`src/rtl/snake_dir_ctrl_pkg.sv`:
```
// Shared definitions for the snake heading controller.
//   - dir_e            : 2-bit heading encoding (UP, RIGHT, DOWN, LEFT)
//   - INIT_DIR_DEFAULT : heading after reset or a new game
//   - opposite()       : the 180-degree reversal of a heading
package snake_defs;

  typedef enum logic [1:0] {
    DIR_UP    = 2'd0,
    DIR_RIGHT = 2'd1,
    DIR_DOWN  = 2'd2,
    DIR_LEFT  = 2'd3
  } dir_e;

  localparam logic [1:0] INIT_DIR_DEFAULT = DIR_RIGHT;

  // Headings are laid out clockwise, so flipping bit 1 reverses them.
  function automatic logic [1:0] opposite(input logic [1:0] d);
    return d ^ 2'd2;
  endfunction

endpackage

```
`src/rtl/snake_dir_ctrl_if.sv`:
```
// Key/tick/clear inputs and heading outputs of snake_dir_ctrl.
//   master : drives keys, tick, clear; observes dir, turned, drop, q_count
//   slave  : the controller itself
interface snake_dir_ctrl_if;
  logic       X0_deb;
  logic       X1_deb;
  logic       X2_deb;
  logic       X3_deb;
  logic       tick;
  logic       clear;
  logic [1:0] dir;
  logic       turned;
  logic       drop;
  logic [2:0] q_count;

  modport master (
    output X0_deb, X1_deb, X2_deb, X3_deb, tick, clear,
    input  dir, turned, drop, q_count
  );

  modport slave (
    input  X0_deb, X1_deb, X2_deb, X3_deb, tick, clear,
    output dir, turned, drop, q_count
  );
endinterface

```
`src/rtl/snake_dir_ctrl_fifo.sv`:
```
// snake_dir_fifo: QDEPTH-entry circular buffer of 2-bit headings.
//   VGA_CLK, reset_n : clock, async active-low reset
//   flush            : synchronous empty (wins over push/pop)
//   push, din        : write din at the tail
//   pop              : discard the head entry
//   head, tail       : oldest and newest entries (valid when count > 0)
//   count            : number of entries, 0..QDEPTH
// Push while full is honoured only together with a pop.
module snake_dir_fifo #(
  parameter int QDEPTH = 2
) (
  input  logic       VGA_CLK,
  input  logic       reset_n,
  input  logic       flush,
  input  logic       push,
  input  logic       pop,
  input  logic [1:0] din,
  output logic [1:0] head,
  output logic [1:0] tail,
  output logic [2:0] count
);
  localparam int PW = (QDEPTH > 1) ? $clog2(QDEPTH) : 1;
  localparam logic [PW-1:0] LAST = PW'(QDEPTH - 1);

  logic [1:0]    mem [QDEPTH];
  logic [PW-1:0] wr_ptr;
  logic [PW-1:0] rd_ptr;
  logic [PW-1:0] tail_ptr;

  function automatic logic [PW-1:0] ptr_inc(input logic [PW-1:0] p);
    return (p == LAST) ? '0 : p + PW'(1);
  endfunction

  assign tail_ptr = (wr_ptr == '0) ? LAST : wr_ptr - PW'(1);
  assign head     = mem[rd_ptr];
  assign tail     = mem[tail_ptr];

  always_ff @(posedge VGA_CLK or negedge reset_n) begin
    if (!reset_n) begin
      wr_ptr <= '0;
      rd_ptr <= '0;
      count  <= '0;
      for (int i = 0; i < QDEPTH; i++) mem[i] <= '0;
    end else if (flush) begin
      wr_ptr <= '0;
      rd_ptr <= '0;
      count  <= '0;
    end else begin
      if (push) begin
        mem[wr_ptr] <= din;
        wr_ptr      <= ptr_inc(wr_ptr);
      end
      if (pop) rd_ptr <= ptr_inc(rd_ptr);
      if (push && !pop)      count <= count + 3'd1;
      else if (pop && !push) count <= count - 3'd1;
    end
  end
endmodule

```
`src/rtl/snake_dir_ctrl.sv`:
```
// snake_dir_ctrl: turns debounced key pulses into the snake heading.
//   VGA_CLK, reset_n : clock, async active-low reset
//   bus (slave)      : X0..X3_deb key pulses (UP/RIGHT/DOWN/LEFT), tick,
//                      clear; outputs dir, turned, drop, q_count
// Accepted turns wait in a small queue and are applied one per tick.
module snake_dir_ctrl
  import snake_defs::*;
#(
  parameter int         QDEPTH   = 2,
  parameter logic [1:0] INIT_DIR = INIT_DIR_DEFAULT
) (
  input  logic            VGA_CLK,
  input  logic            reset_n,
  snake_dir_ctrl_if.slave bus
);
  logic [3:0] keys;
  logic [2:0] key_cnt;
  logic [1:0] key_code;
  logic       req;
  logic       multi;
  logic [1:0] dir_q;
  logic [1:0] ref_dir;
  logic [1:0] q_head;
  logic [1:0] q_tail;
  logic [2:0] q_cnt;
  logic       q_empty;
  logic       has_space;
  logic       accept;
  logic       pop;
  logic       bypass;
  logic       push;
  logic       turned_q;
  logic       drop_q;

  assign keys = {bus.X3_deb, bus.X2_deb, bus.X1_deb, bus.X0_deb};

  always_comb begin
    key_cnt  = '0;
    key_code = '0;
    for (int i = 0; i < 4; i++) begin
      if (keys[i]) begin
        key_cnt  = key_cnt + 3'd1;
        key_code = 2'(i);
      end
    end
  end

  assign req     = (key_cnt == 3'd1);
  assign multi   = (key_cnt > 3'd1);
  assign q_empty = (q_cnt == '0);

  // New turns are judged against where the snake will be heading once
  // everything already queued has been applied.
  assign ref_dir   = q_empty ? dir_q : q_tail;
  // A full queue still takes a turn when this tick pops the head.
  assign has_space = (q_cnt < 3'(QDEPTH)) || bus.tick;
  assign accept    = req && !bus.clear && has_space &&
                     (key_code != ref_dir) && (key_code != opposite(ref_dir));

  assign pop    = bus.tick && !q_empty && !bus.clear;
  assign bypass = bus.tick && q_empty && accept;
  assign push   = accept && !bypass;

  snake_dir_fifo #(.QDEPTH(QDEPTH)) u_fifo (
    .VGA_CLK (VGA_CLK),
    .reset_n (reset_n),
    .flush   (bus.clear),
    .push    (push),
    .pop     (pop),
    .din     (key_code),
    .head    (q_head),
    .tail    (q_tail),
    .count   (q_cnt)
  );

  always_ff @(posedge VGA_CLK or negedge reset_n) begin
    if (!reset_n) begin
      dir_q    <= INIT_DIR;
      turned_q <= 1'b0;
      drop_q   <= 1'b0;
    end else begin
      if (bus.clear)   dir_q <= INIT_DIR;
      else if (pop)    dir_q <= q_head;
      else if (bypass) dir_q <= key_code;
      turned_q <= pop || bypass;
      drop_q   <= !bus.clear && (multi || (req && !accept));
    end
  end

  assign bus.dir     = dir_q;
  assign bus.turned  = turned_q;
  assign bus.drop    = drop_q;
  assign bus.q_count = q_cnt;
endmodule

```
`src/flat_wrapper.sv`:
```
// flat-port wrapper written by rule: the top's interface ports become plain ports
module snake_dir_ctrl_flat import snake_defs::*;
#(
  parameter int         QDEPTH   = 2,
  parameter logic [1:0] INIT_DIR = INIT_DIR_DEFAULT
)
  (VGA_CLK, reset_n, bus_X0_deb, bus_X1_deb, bus_X2_deb, bus_X3_deb, bus_tick, bus_clear, bus_dir, bus_turned, bus_drop, bus_q_count);
  snake_dir_ctrl_if bus_i ();
  input  logic VGA_CLK;
  input  logic reset_n;
  input wire logic [$bits(bus_i.X0_deb)-1:0] bus_X0_deb;
  input wire logic [$bits(bus_i.X1_deb)-1:0] bus_X1_deb;
  input wire logic [$bits(bus_i.X2_deb)-1:0] bus_X2_deb;
  input wire logic [$bits(bus_i.X3_deb)-1:0] bus_X3_deb;
  input wire logic [$bits(bus_i.tick)-1:0] bus_tick;
  input wire logic [$bits(bus_i.clear)-1:0] bus_clear;
  output wire logic [$bits(bus_i.dir)-1:0] bus_dir;
  output wire logic [$bits(bus_i.turned)-1:0] bus_turned;
  output wire logic [$bits(bus_i.drop)-1:0] bus_drop;
  output wire logic [$bits(bus_i.q_count)-1:0] bus_q_count;
  assign bus_i.X0_deb = bus_X0_deb;
  assign bus_i.X1_deb = bus_X1_deb;
  assign bus_i.X2_deb = bus_X2_deb;
  assign bus_i.X3_deb = bus_X3_deb;
  assign bus_i.tick = bus_tick;
  assign bus_i.clear = bus_clear;
  assign bus_dir = bus_i.dir;
  assign bus_turned = bus_i.turned;
  assign bus_drop = bus_i.drop;
  assign bus_q_count = bus_i.q_count;
  snake_dir_ctrl #(.QDEPTH(QDEPTH), .INIT_DIR(INIT_DIR)) u_core (.VGA_CLK(VGA_CLK), .reset_n(reset_n), .bus(bus_i));
endmodule
```
`config.mk`:
```
export PLATFORM = sky130hd
export DESIGN_NAME = snake_dir_ctrl_flat
export DESIGN_NICKNAME = d
export VERILOG_FILES = /design/src/rtl/snake_dir_ctrl_pkg.sv /design/src/rtl/snake_dir_ctrl_if.sv /design/src/rtl/snake_dir_ctrl_fifo.sv /design/src/rtl/snake_dir_ctrl.sv /design/src/flat_wrapper.sv
export SDC_FILE = /design/constraint.sdc
export NUM_CORES = 1
export LEC_CHECK = 0
export BUFFER_PORTS_ARGS = -buffer_cell sky130_fd_sc_hd__buf_2
export CAP_MARGIN = 20
export CORE_MARGIN = 5
export CORE_UTILIZATION = 50
export CTS_BUF_LIST = sky130_fd_sc_hd__clkbuf_16
export DETAILED_ROUTE_END_ITERATION = 12
export PLACE_DENSITY = 0.83
export SETUP_SLACK_MARGIN = 0.2
export SYNTH_ARGS = -nofsm -noshare
export SYNTH_HDL_FRONTEND = slang
export SYNTH_HIERARCHICAL = 1
export SYNTH_SLANG_ARGS = --single-unit
```
`constraint.sdc`:
```
create_clock -name VGA_CLK -period 2.5 [get_ports VGA_CLK]
set_clock_uncertainty 0.2 [all_clocks]
set_input_delay 0.125 -clock VGA_CLK [delete_from_list [all_inputs] [get_ports VGA_CLK]]
set_output_delay 0.125 -clock VGA_CLK [all_outputs]
set_load 0.005 [all_outputs]
```
# [Word level (Yosys, flattened, before mapping)]
# Index checks and enable logic that the tools add are counted.
[totals] ff_bits=13 in_bits=8 wordCells=89 out_inout_bits=7
[classes] addsub=8 bitwise=5 eq_ne=3 reduce_logical=29 order_cmp=6 mux=30
[op_table] op="$mux 2" count=13
[op_table] op="$mux 3" count=6
[op_table] op="$logic_and 1x1->1" count=14
[op_table] op="$add 3x1->3 const B" count=3
[op_table] op="$mux 1" count=9
[op_table] op="$ge 2x2->1 const B" count=3
[op_table] op="$logic_not 1->1" count=6
[op_table] op="$not 1->2" count=3
[op_table] op="$reduce_bool 3->1" count=2
[op_table] op="$bwmux 4" count=1
[op_table] op="$ne 2x2->1" count=2
[op_table] op="$reduce_bool 2->1" count=2
[op_table] op="$eq 3x1->1 const B" count=1
[op_table] op="$gt 3x1->1 const B" count=1
[op_table] op="$logic_not 3->1" count=1
[op_table] op="$logic_or 1x1->1" count=3
[op_table] op="$lt 3x2->1 const B" count=1
[op_table] op="$sub 3x1->3 const B" count=1
[op_table] op="$add 1x1->1 const B" count=2
[op_table] op="$add 1x1->2 const B" count=1
[op_table] op="$demux 2 s1" count=1
[op_table] op="$lt 2x1->1 const B" count=1
[op_table] op="$not 1->1" count=2
[op_table] op="$reduce_and 2->1" count=1
[op_table] op="$sub 1x1->1 const B" count=1

# [Logic depth before layout (Yosys ltp)]
[logic_depth] depth_word=20 depth_mapped=13 ltp_nobuf=13

# [Hierarchy]
# Netlist, hierarchy kept.
[modules_own_cells] mod="snake_dir_ctrl" n_inst=1 cells_per_inst=67 area_per_inst_um2=516.7 seq_area_each_um2=101.3
[modules_own_cells] mod="snake_dir_fifo" n_inst=1 cells_per_inst=37 area_per_inst_um2=478.0 seq_area_each_um2=225.2

# [Worst setup path before layout]
# No wires, ideal clock.
[synth_path] path_kind="input to register" startpoint="input bus_X0_deb" endpoint="register u_core.u_fifo.count[2]" setup_time_ps=126 stages=12 n_path_buf=0 required_time_ps=2174 t_arrival_ps=2662 path_slack_ps=-488 cell_sequence="inv_1 > ha_1 > xor2_1 > ha_1 > and4_2 > o211a_1 > o211a_1 > nor2b_1 > fa_1 > and3b_1 > nor3_1 > nor3b_2"
[synth_between] elab_chain_len=18 word_cells_on_any_way=21 cone_classes="add/sub: 3; eq/ne: 1; mux: 6; reduce/logical: 11"
[synth_lines] item="from (decl)" line="flat_wrapper.sv:11" rtl="input wire logic [$bits(bus_i.X0_deb)-1:0] bus_X0_deb;"
[synth_lines] item="$mux 1 (*)" line="snake_dir_ctrl.sv:41" rtl="if (keys[i]) begin"
[synth_lines] item="$add 1x1->2" line="snake_dir_ctrl.sv:42" rtl="key_cnt = key_cnt + 3'd1;"
[synth_lines] item="$mux 3 (*)" line="snake_dir_ctrl.sv:41"
[synth_lines] item="$add 3x1->3" line="snake_dir_ctrl.sv:42"
[synth_lines] item="$mux 3 (*)" line="snake_dir_ctrl.sv:41"
[synth_lines] item="$add 3x1->3" line="snake_dir_ctrl.sv:42"
[synth_lines] item="$mux 3 (*)" line="snake_dir_ctrl.sv:41"
[synth_lines] item="$eq 3x1->1 (*)" line="snake_dir_ctrl.sv:48" rtl="assign req = (key_cnt == 3'd1);"
[synth_lines] item="$logic_and 1x1->1 (*) (3 in a row)" line="snake_dir_ctrl.sv:57" rtl="assign accept = req && !bus.clear && has_space &&"
[synth_lines] item="$logic_and 1x1->1 (*)" line="snake_dir_ctrl.sv:58" rtl="(key_code != ref_dir) && (key_code != opposite(ref_dir));"
[synth_lines] item="$logic_and 1x1->1" line="snake_dir_ctrl.sv:61" rtl="assign bypass = bus.tick && q_empty && accept;"
[synth_lines] item="$logic_not 1->1" line="snake_dir_ctrl.sv:62" rtl="assign push = accept && !bypass;"
[synth_lines] item="$logic_and 1x1->1 (*)" line="snake_dir_ctrl.sv:62"
[synth_lines] item="net u_core.push" line="snake_dir_ctrl.sv:31" rtl="logic push;"
[synth_lines] item="$logic_and 1x1->1 or $logic_not 1->1 (tied branches)" line="snake_dir_ctrl_fifo.sv:54, snake_dir_ctrl_fifo.sv:55"
[synth_lines] item="$mux 3 or $logic_and 1x1->1 (tied branches)" line="snake_dir_ctrl_fifo.sv:54, snake_dir_ctrl_fifo.sv:55"
[synth_lines] item="$mux 3 or $reduce_bool 3->1 (tied branches)"
[synth_lines] item="to (signal assigned)" line="snake_dir_ctrl_fifo.sv:54" rtl="if (push && !pop) count <= count + 3'd1;"
[synth_lines] item="to (signal assigned)" line="snake_dir_ctrl_fifo.sv:55" rtl="else if (pop && !push) count <= count - 3'd1;"
[synth_lines] item="to (decl)" line="snake_dir_ctrl_fifo.sv:20" rtl="output logic [2:0] count"
# Mark *: on every way through the listed nets, which the timed path passes. The rest lies on a longest branch.
# A chain may end at the register's enable or synchronous reset.

# [Worst setup path after layout]
[layout_path] startpoint="input bus_X1_deb" endpoint="register u_core.u_fifo.count[2]"
[layout_between] elab_chain_len=16 word_cells_on_any_way=24 cone_classes="add/sub: 2; eq/ne: 3; mux: 8; reduce/logical: 11"
[layout_lines] item="from (decl)" line="flat_wrapper.sv:12" rtl="input wire logic [$bits(bus_i.X1_deb)-1:0] bus_X1_deb;"
[layout_lines] item="$mux 3" line="snake_dir_ctrl.sv:41"
[layout_lines] item="$add 3x1->3" line="snake_dir_ctrl.sv:42"
[layout_lines] item="$mux 3" line="snake_dir_ctrl.sv:41"
[layout_lines] item="$add 3x1->3" line="snake_dir_ctrl.sv:42"
[layout_lines] item="$mux 3" line="snake_dir_ctrl.sv:41"
[layout_lines] item="$eq 3x1->1" line="snake_dir_ctrl.sv:48"
[layout_lines] item="$logic_and 1x1->1 (3 in a row)" line="snake_dir_ctrl.sv:57"
[layout_lines] item="$logic_and 1x1->1 (*)" line="snake_dir_ctrl.sv:58"
[layout_lines] item="$logic_and 1x1->1" line="snake_dir_ctrl.sv:61"
[layout_lines] item="$logic_not 1->1" line="snake_dir_ctrl.sv:62"
[layout_lines] item="$logic_and 1x1->1 (*)" line="snake_dir_ctrl.sv:62"
[layout_lines] item="net u_core.push" line="snake_dir_ctrl.sv:31"
[layout_lines] item="$logic_and 1x1->1 or $logic_not 1->1 (tied branches)" line="snake_dir_ctrl_fifo.sv:54, snake_dir_ctrl_fifo.sv:55"
[layout_lines] item="$mux 3 or $logic_and 1x1->1 (tied branches)" line="snake_dir_ctrl_fifo.sv:54, snake_dir_ctrl_fifo.sv:55"
[layout_lines] item="$mux 3 or $reduce_bool 3->1 (tied branches)"
# Marked as above.

==> impl_table.tex <==
\begin{tabular}{lr}
\hline
Metric & Value \\
\hline
\multicolumn{2}{l}{\textbf{Outcome}} \\
\quad Run status & complete, but fails checks \\
\quad Violated checks & setup timing \\
\multicolumn{2}{l}{\textbf{GRT}} \\
\quad Largest net degree at the start of global routing & 15 \\
\quad Total track usage & 20.9\% \\
\quad Congestion Overflow GR & 0 \\
\quad Number of antenna violations at the first check in global routing & 0 \\
\quad First-pass GRT wire length & 4350 um \\
\quad Number of global-route vias before repair & 943 \\
\multicolumn{2}{l}{\textbf{Clocking}} \\
\quad Number of H-tree levels & 1 \\
\quad CTS tree & done \\
\quad Clock transition time at the flip-flop clock pins of the worst setup and hold paths & 40 ps \\
\quad Root buffer cell & sky130\_fd\_sc\_hd\_\_clkbuf\_16 \\
\quad Clock buffer count from CTS & 3 \\
\quad Number of sinks on the clock net & 13 \\
\quad Skew-Pair Late Insertion Delay & 240 ps \\
\quad Max Buffers Root-to-Sink & 2 \\
\multicolumn{2}{l}{\textbf{Worst setup path}} \\
\quad Crit path max fanout & 3 \\
\quad Endpoint type of the worst setup path & flip-flop \\
\quad CP arrival & 2530 ps \\
\quad Register-to-Register Path Depth & 10 \\
\quad Required time at the worst-slack endpoint & 2410 ps \\
\quad Start-to-end type of the worst setup path & in2reg \\
\quad Kind of launch point of the worst setup path & input pin \\
\multicolumn{2}{l}{\textbf{Yosys}} \\
\quad Post-Synthesis Net Count & 117 \\
\quad Synth warn & 6 \\
\quad Cell count after synthesis & 103 \\
\quad Area of the mapped netlist & 983 sq um \\
\quad Mean Syn Cell Area & 9.55 sq um \\
\multicolumn{2}{l}{\textbf{Placed design}} \\
\quad Post-placement cell count & 159 \\
\quad Post-DP HPWL & 1760 um \\
\quad Post-DP Area & 1280 sq um \\
\quad Number of buffers added on ports & 14 \\
\quad Global placer's final weighted congestion & 0.888 \\
\quad Placement Setup Slack & -442 ps \\
\multicolumn{2}{l}{\textbf{Timing}} \\
\quad Shortest clock period the worst path allows after layout & 2620 ps \\
\quad Final-report setup violation count & 6 \\
\quad Final Hold Fails & 0 \\
\quad Slew at the pin closest to its max-slew limit & 345 ps \\
\quad Tightest hold margin & 61.7 ps \\
\quad Worst rel slew slack & 76.9\% \\
\quad Final Max Tran Viols & 0 \\
\quad Final TNS setup & -502 ps \\
\quad RSZ-0062 raised after global routing & yes \\
\quad Max Clock Freq & 0.382 GHz \\
\quad Worst Slack Setup Final & -121 ps \\
\quad Final period utilization & 105\% \\
\multicolumn{2}{l}{\textbf{Die}} \\
\quad Area of the core & 1920 sq um \\
\quad Boundary pin count & 15 \\
\quad Die boundary height & 54.4 um \\
\quad Std cell rows & 16 \\
\quad Starting Density & 51.2\% \\
\quad Die boundary width & 54.4 um \\
\quad Die Outline Area & 2950 sq um \\
\multicolumn{2}{l}{\textbf{Worst hold path}} \\
\quad Min-Delay Path Depth & 2 \\
\quad Worst min-delay path category & in2reg \\
\multicolumn{2}{l}{\textbf{Flow run}} \\
\quad Number of max-cap violations & 0 \\
\multicolumn{2}{l}{\textbf{Final layout}} \\
\quad Area delta synth->final & 53.7\% \\
\quad Final core occ & 78.6\% \\
\quad Inserted Diodes & 0 \\
\quad Non-filler instance count after layout & 173 \\
\quad Final nets & 161 \\
\quad Area of all placed cells without fillers & 1510 sq um \\
\quad Proportion of layout cells with a drive suffix above 1 & 45.2\% \\
\multicolumn{2}{l}{\textbf{Routing}} \\
\quad Initial drt markers & 32 \\
\quad Detailed-router iteration count before antenna repair & 4 \\
\quad Routed via count & 1006 \\
\quad Remaining DRCs & 0 \\
\quad Wire length after detailed routing & 3170 um \\
\quad Average vias per placed instance & 5.82 \\
\quad Post-route antenna net violation count & 0 \\
\quad Mean routed wirelength per cell & 18.3 um \\
\multicolumn{2}{l}{\textbf{Pwr}} \\
\quad Worst IR drop on VDD & 711 uV \\
\quad Pwr/cell area & 658 nW/um\^{}2 \\
\quad Design Power & 994 uW \\
\quad Static Leak & 0.728 nW \\
\hline
\end{tabular}
layout by cell type, fill, tap and decap left out, types with 3 or more instances in the layout:
cell	count
sky130_fd_sc_hd__a21oi_1	7
sky130_fd_sc_hd__buf_2	12
sky130_fd_sc_hd__buf_4	24
sky130_fd_sc_hd__clkbuf_16	3
sky130_fd_sc_hd__dfrtp_1	12
sky130_fd_sc_hd__ha_1	3
sky130_fd_sc_hd__inv_1	7
sky130_fd_sc_hd__mux2_1	3
sky130_fd_sc_hd__nand2_1	4
sky130_fd_sc_hd__nor2_1	9
sky130_fd_sc_hd__nor3b_2	3
sky130_fd_sc_hd__o21ai_0	4
sky130_fd_sc_hd__xnor2_1	5
power by group:
part | switching [mW] | total [mW] | internal [mW]
combinational | 0.206 | 0.424 | 0.218
clock | 0.0857 | 0.296 | 0.211
sequential | 0.0251 | 0.274 | 0.248
total | 0.317 | 0.994 | 0.677
cell type report:
| cell class | instances | area [sq um] |
|---|---|---|
| clock buffers | 3 | 75.1 |
| clock inverters | 1 | 3.75 |
| fillers | 116 | 410 |
| inverters | 8 | 47.5 |
| multi-input cells | 79 | 707 |
| flip-flops and latches | 13 | 327 |
| well taps | 27 | 33.8 |
| repair buffers | 42 | 318 |
metal layers:
metal	up-vias	wire [um]	track usage [%]
met5	-	0	0
met4	0	91	3.73
met3	10	192	4.90
met2	47	1700	37.6
met1	500	1180	25.4
li1	449	-	-
worst max-delay path: stages:
cell and delay (ps):
sky130_fd_sc_hd__buf_8 90, sky130_fd_sc_hd__inv_6 30, sky130_fd_sc_hd__ha_4 280, sky130_fd_sc_hd__xor2_4 160, sky130_fd_sc_hd__ha_2 200, sky130_fd_sc_hd__a32oi_1 60, sky130_fd_sc_hd__o31a_1 130, sky130_fd_sc_hd__o211a_1 260
sky130_fd_sc_hd__o211a_4 260, sky130_fd_sc_hd__nor2b_4 130, sky130_fd_sc_hd__fa_2 370, sky130_fd_sc_hd__nor3b_2 220, sky130_fd_sc_hd__o21ai_1 80, sky130_fd_sc_hd__nor3b_2 150
repair_timing:
action                                  in CTS  in global routing
pin swaps                                   13                 11
setup buffers                                5                  3
gates resized for setup                      9                  6
endpoints found under the setup margin       7                  8
hold buffers                                 2                  0
hold endpoints to repair                    14                  0
final timing paths:
| path | endpoint | slack [ps] | from |
|---|---|---|---|
| max | u_core/u_fifo/count[2] | -120 | bus_X1_deb |
| min | u_core/u_fifo/wr_ptr | 60 | bus_clear |
| min in group asynchronous | u_core/bus.drop | 110 | reset_n |
| min reg2reg | u_core/u_fifo/mem[3] | 310 | u_core/u_fifo/mem[3] |
| max in group asynchronous | u_core/bus.dir[0] | 1700 | reset_n |
| max reg2reg | u_core/u_fifo/count[2] | -120 | u_core/u_fifo/count[0] |
state kept, by name, indices dropped and copies added, names as in the netlist:
| name | count |
|---|---|
| u_core/u_fifo/count | 3 |
| u_core/bus.dir | 2 |
| u_core/u_fifo/wr_ptr | 1 |
| u_core/u_fifo/mem | 4 |
| u_core/bus.turned | 1 |
| u_core/u_fifo/rd_ptr | 1 |
| u_core/bus.drop | 1 |
Power figures use the tool's default switching activity.
